==> src/rtl/rr_arbiter8.sv <==
// -----------------------------------------------------------------------------
// rr_arbiter8 -- 8-way round-robin arbiter with a bounded hold time.
//
// One requester at a time owns a shared resource. The grant is registered, so
// it is visible one clock after the request is sampled. The holder keeps the
// grant until it asserts done, drops its request, or the hold counter expires.
// After every release the arbiter spends one IDLE cycle before granting again.
// The search for the next owner starts just after the previous owner, which
// bounds the wait of any continuously requesting requester to 7 other grants.
//
// Parameters
//   HOLD_MAX  maximum consecutive cycles one grant may be held (1..255);
//             0 disables the timeout entirely.
//
// Ports
//   clk      single clock, all state changes on its rising edge
//   rst_n    asynchronous active-low reset
//   req      request per requester, bit i = requester i
//   done     current holder releases the resource (ignored while idle)
//   gnt      registered one-hot grant, all-zero when nobody owns the resource
//   gnt_id   index of the granted requester, 0 when gnt is zero
//   busy     OR of gnt
//   any_req  combinational OR of req
//   timeout  one-cycle registered pulse after a release forced by expiry alone
// -----------------------------------------------------------------------------
module rr_arbiter8 #(
  parameter int unsigned HOLD_MAX = 16
) (
  input  logic       clk,
  input  logic       rst_n,
  input  logic [7:0] req,
  input  logic       done,
  output logic [7:0] gnt,
  output logic [2:0] gnt_id,
  output logic       busy,
  output logic       any_req,
  output logic       timeout
);

  typedef enum logic {
    IDLE  = 1'b0,
    GRANT = 1'b1
  } state_t;

  // The counter value seen in the last permitted grant cycle. Counting starts
  // at 0 in the first grant cycle, so HOLD_MAX cycles end with HOLD_MAX-1.
  localparam bit         HOLD_EN   = (HOLD_MAX != 0);
  localparam logic [7:0] HOLD_LAST = HOLD_EN ? 8'(HOLD_MAX - 1) : 8'd0;

  state_t     state_q, state_d;
  logic [2:0] last_q, last_d;
  logic [7:0] hold_q, hold_d;
  logic [7:0] gnt_d;
  logic [2:0] gnt_id_d;
  logic       timeout_d;

  logic       pick_valid;
  logic [2:0] pick_id;
  logic       holder_req;
  logic       expire;
  logic       release_now;

  assign any_req = |req;
  assign busy    = |gnt;

  // ---------------------------------------------------------------------------
  // Round-robin pick: scan last+1 .. last+8 (mod 8) and take the first hit.
  // The eighth candidate is last itself, so a lone requester is re-granted.
  // ---------------------------------------------------------------------------
  always_comb begin : pick_search
    logic [2:0] cand;
    // NOTE: every variable written in a combinational block gets a default
    // before any branch; a path that leaves one unassigned infers a latch.
    pick_valid = 1'b0;
    pick_id    = 3'd0;
    cand       = 3'd0;
    for (int k = 1; k <= 8; k++) begin
      cand = last_q + 3'(k);
      if (!pick_valid && req[cand]) begin
        pick_valid = 1'b1;
        pick_id    = cand;
      end
    end
  end

  // Release conditions while a grant is held. Several may be true together;
  // they all collapse into one release.
  assign holder_req  = req[gnt_id];
  assign expire      = HOLD_EN && (hold_q == HOLD_LAST);
  assign release_now = done || !holder_req || expire;

  // ---------------------------------------------------------------------------
  // State register
  // ---------------------------------------------------------------------------
  always_ff @(posedge clk or negedge rst_n) begin
    if (!rst_n) begin
      state_q <= IDLE;
    end else begin
      // NOTE: sequential state is always updated with non-blocking
      // assignments so every register samples pre-edge values.
      state_q <= state_d;
    end
  end

  // ---------------------------------------------------------------------------
  // Next-state logic
  // ---------------------------------------------------------------------------
  always_comb begin
    state_d = state_q;
    unique case (state_q)
      IDLE:    if (any_req)     state_d = GRANT;
      GRANT:   if (release_now) state_d = IDLE;
      default: state_d = IDLE;
    endcase
  end

  // ---------------------------------------------------------------------------
  // Output / datapath next values. gnt, gnt_id and timeout are registered so
  // they are glitch-free and line up with the state they describe.
  // ---------------------------------------------------------------------------
  always_comb begin
    gnt_d     = gnt;
    gnt_id_d  = gnt_id;
    last_d    = last_q;
    hold_d    = hold_q;
    timeout_d = 1'b0;
    unique case (state_q)
      IDLE: begin
        hold_d = 8'd0;
        if (pick_valid) begin
          gnt_d    = 8'b1 << pick_id;
          gnt_id_d = pick_id;
          last_d   = pick_id;
        end
      end
      GRANT: begin
        if (release_now) begin
          gnt_d     = 8'd0;
          gnt_id_d  = 3'd0;
          hold_d    = 8'd0;
          // Pulse only when expiry is the sole reason for the release.
          timeout_d = expire && !done && holder_req;
        end else begin
          // With the timeout disabled the counter simply wraps; it is never
          // compared, so wrapping is harmless.
          hold_d = hold_q + 8'd1;
        end
      end
      default: begin
        gnt_d    = 8'd0;
        gnt_id_d = 3'd0;
        hold_d   = 8'd0;
      end
    endcase
  end

  // ---------------------------------------------------------------------------
  // Datapath registers
  // ---------------------------------------------------------------------------
  always_ff @(posedge clk or negedge rst_n) begin
    if (!rst_n) begin
      // NOTE: every control register is reset; last starts at 7 so that
      // requester 0 is first in search order after reset.
      gnt     <= 8'd0;
      gnt_id  <= 3'd0;
      last_q  <= 3'd7;
      hold_q  <= 8'd0;
      timeout <= 1'b0;
    end else begin
      gnt     <= gnt_d;
      gnt_id  <= gnt_id_d;
      last_q  <= last_d;
      hold_q  <= hold_d;
      timeout <= timeout_d;
    end
  end

  // ---------------------------------------------------------------------------
  // Structural invariants
  // ---------------------------------------------------------------------------
`ifndef SYNTHESIS
  a_onehot: assert property (@(posedge clk) disable iff (!rst_n)
    $onehot0(gnt));

  a_id_match: assert property (@(posedge clk) disable iff (!rst_n)
    (gnt == 8'd0) ? (gnt_id == 3'd0) : gnt[gnt_id]);

  a_state_match: assert property (@(posedge clk) disable iff (!rst_n)
    (state_q == GRANT) == (gnt != 8'd0));
`endif

endmodule

==> config.mk <==
export PLATFORM = sky130hd
export DESIGN_NAME = rr_arbiter8
export DESIGN_NICKNAME = d
export VERILOG_FILES = /design/src/rtl/rr_arbiter8.sv
export SDC_FILE = /design/constraint.sdc
export NUM_CORES = 1
export LEC_CHECK = 0
export ABC_AREA = 1
export CAP_MARGIN = 10
export CORE_AREA = 2 2 61 63
export CTS_BUF_LIST = sky130_fd_sc_hd__clkbuf_4
export DETAILED_ROUTE_END_ITERATION = 8
export DIE_AREA = 0 0 63 65
export PLACE_DENSITY = 0.92
export SYNTH_ARGS = -nofsm -noshare
export SYNTH_HDL_FRONTEND = slang
export SYNTH_SLANG_ARGS = --single-unit
==> constraint.sdc <==
create_clock -name clk -period 6.08 [get_ports clk]
set_input_delay 1.216 -clock clk [delete_from_list [all_inputs] [get_ports clk]]
set_output_delay 1.216 -clock clk [all_outputs]
set_load 0.005 [all_outputs]
==> Implementation_results.wiki, run 1 <==
{| class="wikitable"
! Metric !! Value
|-
| Outcome || finished, final reports clean
|-
| Maximum root-to-sink buffer count || 2
|-
| Post-route setup TNS || 0 ps
|-
| CTS HTree Levels || 1
|-
| Fraction of layout instances using a drive strength above 1 || 0.130
|-
| Total routing resource utilization after global routing || 0.239
|-
| Synth-to-Final Area Change || 15.9%
|-
| Fin. max-slew vios || 0
|-
| Stage delay of the slowest cell on the critical path || 490 ps
|-
| Cell count of the worst hold path || 1
|-
| Data required time at the worst endpoint || a little under 5000 ps
|-
| Row count || 22
|-
| Height of the chip || 65 um
|-
| Root buffer selected by CTS || clkbuf_4
|-
| Worst min-delay path class || register to register
|-
| Starting Density || 0.559
|-
| Routability cong. || just over 0.9
|-
| Maximum achievable frequency || 263 MHz
|-
| Horiz. Die Dim || roughly 63 um
|-
| Max Cap Viol || 0
|-
| Core Region || 3500 um2
|-
| DRT antenna net count || 0
|-
| Initial antenna violation count || 0
|-
| Total iterations of the first detailed-routing run || 4
|-
| PostCTS Resize Cnt || 0
|-
| Clock period minus worst slack || ~3800 ps
|-
| Proportion of register bits with asynchronous set or reset after synthesis || 1.00
|-
| Pin count of the biggest net entering global routing || 25
|-
| Gate count of the mapped netlist || roughly 280
|-
| Detail Placement HPWL || 3600 um
|-
| Final routed wirelength across all metal layers || 4490 um
|-
| CTS tree || built
|-
| Seq cells post-synth || 24
|-
| Worst-margin pin slew || between 1000 and 1500 ps
|-
| Quantity of hold-fixing buffers added after cts || 0
|-
| Clock skew || between 9 and 10 ps
|-
| Number of inserted diodes || 0
|-
| Register-to-register setup slack || between 3000 and 4000 ps
|-
| Crit Reg-Reg Endpoint || gnt_id[1]
|-
| Synthesized Nets || about 290
|-
| Synth unique cells || 34
|-
| Die area || a little over 4000 um2
|-
| Final setup fails || 0
|-
| Logic depth of the worst register-to-register path || 15
|-
| Count of endpoints failing hold in the final timing report || 0
|-
| First-iteration detailed-routing DRC count || 67
|-
| Worst Hold Path EP || hold_q[0]
|-
| Vias per cell || 5.40
|-
| Total congestion overflow after global routing || 0
|-
| Routed wire length per instance || 12.9 um
|-
| Synthesized cell area || just under 2000 um2
|-
| Final layout net count || ~320
|-
| Clock Latency Late Sink || roughly 330 ps
|-
| Startpoint types || input port
|-
| Number of buffers created by CTS || 3
|-
| Warnings, synthesis || 0
|-
| Post-CTS repair timing setup buffer count || 0
|-
| Worst flop-to-flop path startpoint || last_q[0]
|-
| Clock-pin slew on the worst setup and hold paths || between 100 and 150 ps
|-
| CP max stage cell || clkdlybuf4s50_1
|-
| Number of enable-type register cells in the synthesized netlist || 0
|-
| Classification of the worst setup path || input port to primary output
|-
| RSZ-0062 raised after global routing || false
|-
| Arrival time at the worst endpoint || ~2600 ps
|-
| Number of global-route vias before repair || around 1.8k
|-
| Top Ports || 25
|-
| Cell-by-cell listing of the critical path || clkdlybuf4s50_1 > nor4_1 > nand2_1 > clkdlybuf4s50_1
|-
| First-pass GRT wire length || 7870 um
|-
| Worst hold start || hold_q[0]
|-
| Critical Path Sink Type || primary output
|-
| Remaining routing DRC violations || 0
|-
| Most used flip-flop cell after synthesis || dfrtp_1
|-
| Clock net sink count || 24
|-
| Vias || 1883
|-
| Synthesized area per cell || between 7 and 8 um2
|-
| IO Port Bufs || 24
|-
| Post-route fraction of the period consumed by the critical path || 0.625
|-
| Worst-path maximum fanout || 4
|-
| Worst-case headroom to the max-slew limit || 0.318
|-
| Worst path most repeated cell || clkdlybuf4s50_1
|-
| Seq/Total Area, Yosys || 0.309
|}
Yosys cell counts (all sizes together), types with 3 or more instances:
library cell | instances | area (um2)
nor3 | 6 | 35.0
nor4 | 4 | 25.0
dfrtp | 21 | 526
nor2 | 41 | 183
inv | 27 | 101
nand3 | 43 | 255
dfstp | 3 | 78.8
buf | 5 | 42.5
xnor2 | 3 | 45.1
nand2 | 84 | 350
ha | 3 | 37.5
xor2 | 4 | 35.0
nand4 | 8 | 65.1
o21bai | 5 | 37.5
o21ai | 12 | 60.1
kinds of logic (layout without fill, tap and decap cells):
| group | count (synthesis) | in the layout | synth area share |
|---|---|---|---|
| AOI/OAI and AO/OA | 21 | 21 | 0.0723 |
| xor gates and xnor gates | 7 | 7 | 0.0410 |
| adders and majority gates | 3 | 3 | 0.0192 |
| buffers and inverters | 33 | 56 | 0.0755 |
| DFF | 24 | 24 | 0.309 |
| and+or+nand+nor | 190 | 190 | 0.483 |
registers in the layout, summed over array words and instances (netlist names):
register  flops
gnt           8
hold_q        8
gnt_id        3
last_q        3
state_q       1
timeout       1
area by class of cell:
cell class,instances,area [um2]
Fill cell,297,1230
Clock buffer,3,22.5
Clock inverter,1,30.0
Inverter,28,105
Tap cell,48,60.1
Multi-Input combinational cell,221,1200
Timing Repair Buffer,24,240
Sequential cell,24,604
worst max path at each step:
stage / startpoint / to / slack, ps / cells after the start
floorplan: req[5] / any_req / 3300 / 2
global placement: req[5] / any_req / 2300 / 4
detailed placement: req[5] / any_req / 2300 / 4
CTS: req[5] / any_req / 2300 / 4
global route: req[5] / any_req / 2210 / 4
finish: req[5] / any_req / 2280 / 4
per-stage QoR:
stage | std cells | hold WS (ps) | cell area [um2] | worst slack (ps) | util
floorplan | 278 | 433 | 1950 | 3300 | -
global placement | 345 | 455 | 2210 | 2300 | 0.633
detailed placement | 345 | 463 | 2210 | 2300 | 0.633
CTS | 349 | 482 | 2260 | 2300 | 0.648
global route | 349 | 499 | 2260 | 2210 | 0.648
finish | 349 | 485 | 2260 | 2280 | 0.648
cell usage in the layout, fill, tap and decap left out, types with 2 or more instances in the layout:
cell type        synthesis  final
a21oi_1                  2      2
clkbuf_4                 0      3
clkdlybuf4s50_1          0     24
dfrtp_1                 21     21
dfstp_2                  3      3
ha_1                     3      3
inv_1                   22     22
inv_2                    5      5
nand2_1                 74     74
nand2_2                  8      8
nand2_4                  2      2
nand3_1                 35     35
nand3_2                  8      8
nand3b_1                 2      2
nand4_1                  7      7
nor2_1                  37     37
nor2_2                   2      2
nor3_1                   5      5
nor3b_1                  2      2
nor4_1                   4      4
o21ai_0                 11     11
o21bai_1                 5      5
xnor2_1                  2      2
xor2_1                   4      4
metal layers:
metal,GRT usage,share of wire,vias to the layer above
met5,0,0,-
met4,0.0806,0.016,0
met3,0.0104,0.035,9
met2,0.451,0.53,53
met1,0.290,0.42,863
li1,-,-,958
critical path: cells and delay by family:
family	cells	cell delay, ps
and+or+nand+nor	2	430
buffers and inverters	2	940
Power of run 1 is not shown: default switching activity piles up to over one toggle a cycle in this logic, so the estimate is an artifact.
==> inputs of run 2 (changes only) <==
CORE_AREA = 2 2 65 67   (was 2 2 61 63)
DIE_AREA = 0 0 67 69   (was 0 0 63 65)
PLACE_DENSITY = 0.86   (was 0.92)
clock period = 3.2 ns   (was 6.08 ns; I/O delays follow)
==> Implementation_results.wiki, run 2 (synthesis results as in run 1) <==
{| class="wikitable"
! Metric !! Value
|-
| Register-to-register setup slack || 560 ps (-2500 ps)
|-
| Clock net sink count || 24 (unchanged)
|-
| Fraction of layout instances using a drive strength above 1 || 0.138 (+0.00814)
|-
| Die area || 4620 um2 (+13%)
|-
| Highest-count cells in the layout ignoring fill and taps || nand2_1, nor2_1, nand3_1
|-
| Post-route setup TNS || 0 ps (unchanged)
|-
| Arrival time at the worst endpoint || 2890 ps (+310 ps)
|-
| Number of inserted diodes || 0 (unchanged)
|-
| First-iteration detailed-routing DRC count || 151 (+130%)
|-
| Leading registers by flop count || gnt (8), hold_q (8)
|-
| PostCTS Resize Cnt || 0 (unchanged)
|-
| Root buffer selected by CTS || clkbuf_4
|-
| Synth-to-Final Area Change || 16.2%
|-
| Quantity of hold-fixing buffers added after cts || 0 (unchanged)
|-
| Number of global-route vias before repair || 1787 (-1.9%)
|-
| Filler Cell Count || 379 (+28%)
|-
| Core Region || 3910 um2 (+12%)
|-
| Cell count of the worst hold path || 1 (unchanged)
|-
| Post-CTS repair timing setup buffer count || 0 (unchanged)
|-
| Data required time at the worst endpoint || 3450 ps (-1410 ps)
|-
| Worst-path maximum fanout || 8 (+4)
|-
| Remaining routing DRC violations || 0 (unchanged)
|-
| Final setup margin || 556 ps (-1720 ps)
|-
| Vias || 1889 (+0.32%)
|-
| CTS HTree Levels || 1 (unchanged)
|-
| Outcome || finished, final reports clean
|-
| Starting Density || 0.499 (-0.0597)
|-
| Count of endpoints failing hold in the final timing report || 0 (unchanged)
|-
| Post-route standard cell area excluding fillers || 2270 um2 (+0.28%)
|-
| Final setup fails || 0 (unchanged)
|-
| Initial antenna violation count || 0 (unchanged)
|-
| Maximum root-to-sink buffer count || 2 (unchanged)
|-
| Detail Placement HPWL || 3560 um (-1.1%)
|-
| Worst hold start || hold_q[0]
|-
| RSZ-0062 raised after global routing || false
|-
| Startpoint types || register
|-
| Vias per cell || 5.32 (-1.4%)
|-
| Number of buffers created by CTS || 3 (unchanged)
|-
| Total congestion overflow after global routing || 0 (unchanged)
|-
| IO Port Bufs || 24 (unchanged)
|-
| Clock skew || 5.60 ps (-3.81 ps)
|-
| Crit Reg-Reg Endpoint || gnt[5]
|-
| Fin. max-slew vios || 0 (unchanged)
|-
| Horiz. Die Dim || 67 um (+6.3%)
|-
| Total routing resource utilization after global routing || 0.209 (-0.0301)
|-
| Clock period minus worst slack || roughly 2600 ps
|-
| Final routed wirelength across all metal layers || 4410 um (-1.8%)
|-
| Critical Path Sink Type || register
|-
| Multi-input logic area || 1200 um2 (unchanged)
|-
| Row count || 23 (+4.5%)
|-
| Area taken by flip-flops and latches || 604 um2 (unchanged)
|-
| Max Cap Viol || 0 (unchanged)
|-
| Routability cong. || 0.939 (+3.1%)
|-
| First-pass GRT wire length || 7840 um (-0.36%)
|-
| Clock-pin slew on the worst setup and hold paths || 120 ps (about the same)
|-
| Commonest non-fill, non-tap cell in the layout || nand2_1
|-
| Logic depth of the worst register-to-register path || 15 (unchanged)
|-
| Clock Latency Late Sink || 300 ps (-30 ps)
|-
| Worst Hold Path EP || hold_q[0]
|-
| Routed wire length per instance || 12.4 um (-3.5%)
|-
| Height of the chip || 69 um (+6.2%)
|-
| Post-Place Worst Slack || 514 ps (-1790 ps)
|-
| DRT antenna net count || 0 (unchanged)
|-
| CTS tree || built
|-
| Worst-case headroom to the max-slew limit || 0.347 (+0.0296)
|-
| Final layout net count || 320 (+1.3%)
|-
| Total iterations of the first detailed-routing run || 4 (unchanged)
|-
| Post-route fraction of the period consumed by the critical path || 0.826
|-
| Worst flop-to-flop path startpoint || last_q[1]
|-
| Worst min-delay path class || register to register
|-
| Total cell area at the placement stage || 2240 um2 (+1.5%)
|-
| Top Ports || 25 (unchanged)
|-
| Pin count of the biggest net entering global routing || 24 (-4.0%)
|-
| Worst-margin pin slew || 976 ps (-44.3 ps)
|-
| Classification of the worst setup path || register to register
|-
| Maximum achievable frequency || about 380 MHz
|}
[run 2: worst max path at each step]
stage | startpoint | to | cells past startpoint
after floorplan | last_q[1] | gnt[0] | 16
after global routing | last_q[1] | gnt[1] | 15
after detailed placement | req[1] | gnt[5] | 14
after CTS | req[5] | any_req | 4
final | last_q[1] | gnt[5] | 15
after global placement | req[5] | any_req | 4
[run 2: metal layers]
layer | track usage | wire, um | vias up | share of wire
li1 | - | - | 970 | -
met1 | 0.300 | 2050 | 876 | 0.47
met2 | 0.344 | 2190 | 37 | 0.50
met3 | 0.00979 | 114 | 6 | 0.026
met4 | 0.0476 | 45 | 0 | 0.010
met5 | 0 | 0 | - | 0
[run 2: per-stage QoR]
step                      hold WS, ps  std cells   util
after global routing              499        355  0.580
after global placement            453        351  0.574
after floorplan                   344        278      -
after detailed placement          460        351  0.574
after CTS                         477        355  0.580
final                             470        355  0.580
[run 2: layout make-up]
| type | count | share of cell area |
|---|---|---|
| clock inverters | 1 | 0.00165 |
| flip-flops and latches | 24 | 0.266 |
| inverters | 28 | 0.0463 |
| repair buffers | 28 | 0.119 |
| well taps | 50 | 0.0275 |
| multi-input cells | 221 | 0.529 |
| clock buffers | 3 | 0.00992 |
[run 2: critical path, stage by stage, from the launching register on]
cell	delay (ps)
dfstp_2	560
inv_2	80
ha_1	420
inv_2	160
nand3_1	130
nand3_2	110
nand2_4	90
nor2_8	160
nand4_4	150
nor2_4	170
nand3_1	110
nand3_1	130
nand2_2	100
inv_1	90
nand2_1	60
nand2_1	60
Power of run 2 is left out for the same reason.
==> inputs of run 3 (changes only) <==
clock period = 2.25 ns   (was 3.2 ns; I/O delays follow)
==> Implementation_results.wiki, run 3 (synthesis results as in run 1) <==
{| class="wikitable"
! Metric !! Value
|-
| Outcome || complete, but fails checks
|-
| Violations in the final reports || setup timing
|-
| Quantity of hold-fixing buffers added after cts || 0 (unchanged)
|-
| Total cell area at the placement stage || 2580 um2 (+15%)
|-
| Top Ports || 25 (unchanged)
|-
| Post-route fraction of the period consumed by the critical path || 1.20 (+0.372)
|-
| Maximum root-to-sink buffer count || 2 (unchanged)
|-
| First-iteration detailed-routing DRC count || 191 (+26%)
|-
| Post-route standard cell area excluding fillers || 2920 um2 (+28%)
|-
| RSZ-0062 raised after global routing || true
|-
| CTS HTree Levels || 1 (unchanged)
|-
| Clock-pin slew on the worst setup and hold paths || 130 ps (about the same)
|-
| First-pass GRT wire length || 9570 um (+22%)
|-
| Number of inserted diodes || 0 (unchanged)
|-
| Total iterations of the first detailed-routing run || 5 (+1)
|-
| Clock skew || 2.31 ps (-3.29 ps)
|-
| Synth-to-Final Area Change || 49.3%
|-
| Clock Latency Late Sink || 310 ps (about the same)
|-
| Total congestion overflow after global routing || 0 (unchanged)
|-
| Family with the most delay on the worst path || simple AND/OR/NAND/NOR gates
|-
| Non-filler instance count after layout || 404 (+14%)
|-
| Highest-count cells in the layout ignoring fill and taps || nand2_1, buf_4, nor2_1
|-
| Final routed wirelength across all metal layers || 6980 um (+58%)
|-
| Routed wire length per instance || 17.3 um (+39%)
|-
| Remaining routing DRC violations || 0 (unchanged)
|-
| Worst min-delay path class || input port to asynchronous set/reset pin
|-
| Number of global-route vias before repair || 2128 (+19%)
|-
| Die area || 4620 um2 (unchanged)
|-
| Vias per cell || 5.83 (+9.6%)
|-
| Row count || 23 (unchanged)
|-
| Crit Reg-Reg Endpoint || gnt[5]
|-
| Worst flop-to-flop path startpoint || last_q[1]
|-
| Register-to-register setup slack || -450 ps (-1000 ps)
|-
| Final setup margin || -446 ps (-1000 ps)
|-
| Fin. max-slew vios || 0 (unchanged)
|-
| Worst-margin pin slew || 341 ps (-635 ps)
|-
| Routability cong. || 0.899 (-4.3%)
|-
| Buffer and inverter count on the worst path || 3 (unchanged)
|-
| Worst path most repeated cell || nand2_1
|-
| Arrival time at the worst endpoint || 2950 ps (+60 ps)
|-
| Worst-path maximum fanout || 6 (-2)
|-
| DRT antenna net count || 0 (unchanged)
|-
| CP max stage cell || dfstp_2
|-
| Detail Placement HPWL || 4060 um (+14%)
|-
| Initial antenna violation count || 0 (unchanged)
|-
| Final setup fails || 14 (+14)
|-
| Count of endpoints failing hold in the final timing report || 0 (unchanged)
|-
| Commonest non-fill, non-tap cell in the layout || nand2_1
|-
| Number of buffers created by CTS || 3 (unchanged)
|-
| IO Port Bufs || 24 (unchanged)
|-
| Fraction of layout instances using a drive strength above 1 || 0.353 (+0.215)
|-
| Root buffer selected by CTS || clkbuf_4
|-
| Startpoint types || register
|-
| Pin count of the biggest net entering global routing || 25 (+4.2%)
|-
| Stage delay of the slowest cell on the critical path || 650 ps (+90 ps)
|-
| Maximum achievable frequency || 371 MHz (-1.9%)
|-
| Cell count after placement || 388 (+11%)
|-
| Data required time at the worst endpoint || 2500 ps (-950 ps)
|-
| Clock net sink count || 24 (unchanged)
|-
| Core Region || 3910 um2 (unchanged)
|-
| Max Cap Viol || 0 (unchanged)
|-
| Cell-by-cell listing of the critical path || inv_6 > ha_4 > inv_6 > nand3_2 > nand2_2 > nand2_1 > nand2_4 > nand4_4 > nor2_4 > nand3_1 > nand3_1 > nand2_2 > inv_2 > nand2_1 > nand2_1
|-
| Worst-case headroom to the max-slew limit || 0.771 (+0.423)
|-
| Leading registers by flop count || gnt (8), hold_q (8)
|-
| Clock period minus worst slack || 2700 ps (+51.6 ps)
|-
| Final layout net count || 369 (+15%)
|-
| Vias || 2356 (+25%)
|-
| Horiz. Die Dim || 67 um (unchanged)
|-
| Starting Density || 0.499 (unchanged)
|-
| Logic depth of the worst register-to-register path || 15 (unchanged)
|-
| Critical Path Sink Type || register
|-
| CTS tree || built
|-
| Height of the chip || 69 um (unchanged)
|-
| Utilization after layout || 0.746 (+0.165)
|-
| Classification of the worst setup path || register to register
|-
| Total routing resource utilization after global routing || 0.260 (+0.0516)
|}
-- run 3: cell types whose count changed in the layout (fill, tap and decap cells not counted), sizes merged --
cell and delta:
dlymetal6s2s +2, clkdlybuf4s50 -2, clkinv -1, bufinv +1, buf +49
-- run 3: what timing repair did --
item                                    4_1_cts  5_1_grt
endpoints found under the setup margin       15       15
buffers inserted                              8        5
cloned                                        0        0
resized for setup                            25       22
pin swaps                                    22       19
-- run 3: worst reg2reg max path: cells and delay by family, from the launching register on --
| kind | cells | cell delay (ps) |
|---|---|---|
| flops | 1 | 650 |
| fa+ha+maj | 1 | 300 |
| buf+inv | 3 | 260 |
| simple gates | 11 | 1440 |
-- run 3: worst max-delay path by stage --
stage	start	endpoint	slack, ps	cells after the start
finish	last_q[1]	gnt[5]	-450	15
global placement	req[6]	gnt[4]	-210	15
CTS	last_q[1]	gnt[6]	-180	12
floorplan	last_q[0]	gnt[0]	-90	16
detailed placement	req[5]	gnt[4]	-250	15
global route	last_q[1]	gnt[5]	-560	16
-- run 3: layout make-up --
cell class              count  area [um2]
inverters                  28         115
fillers                   267         996
flip-flops and latches     24         604
clock inverters             1        30.0
well taps                  50        62.6
multi-input cells         221        1420
repair buffers             77         667
clock buffers               3        22.5
-- run 3: per-stage QoR --
step,setup WS [ps],setup TNS (ps),hold WS (ps)
2_1_floorplan,-85.6,-713,154
3_3_place_gp,-215,-2440,451
3_5_place_dp,-249,-2930,455
4_1_cts,-178,-1420,466
5_1_grt,-560,-6290,500
6_report,-446,-4880,470
-- run 3: routing by layer --
layer  GRT usage  vias up  part of all wire  wire length (um)
met5           0        -                 0                 0
met4      0.0998        0             0.032               225
met3      0.0408       28             0.065               456
met2       0.422      134              0.51              3560
met1       0.343     1128              0.39              2740
li1            -     1066                 -                 -
Power of run 3 is left out for the same reason.
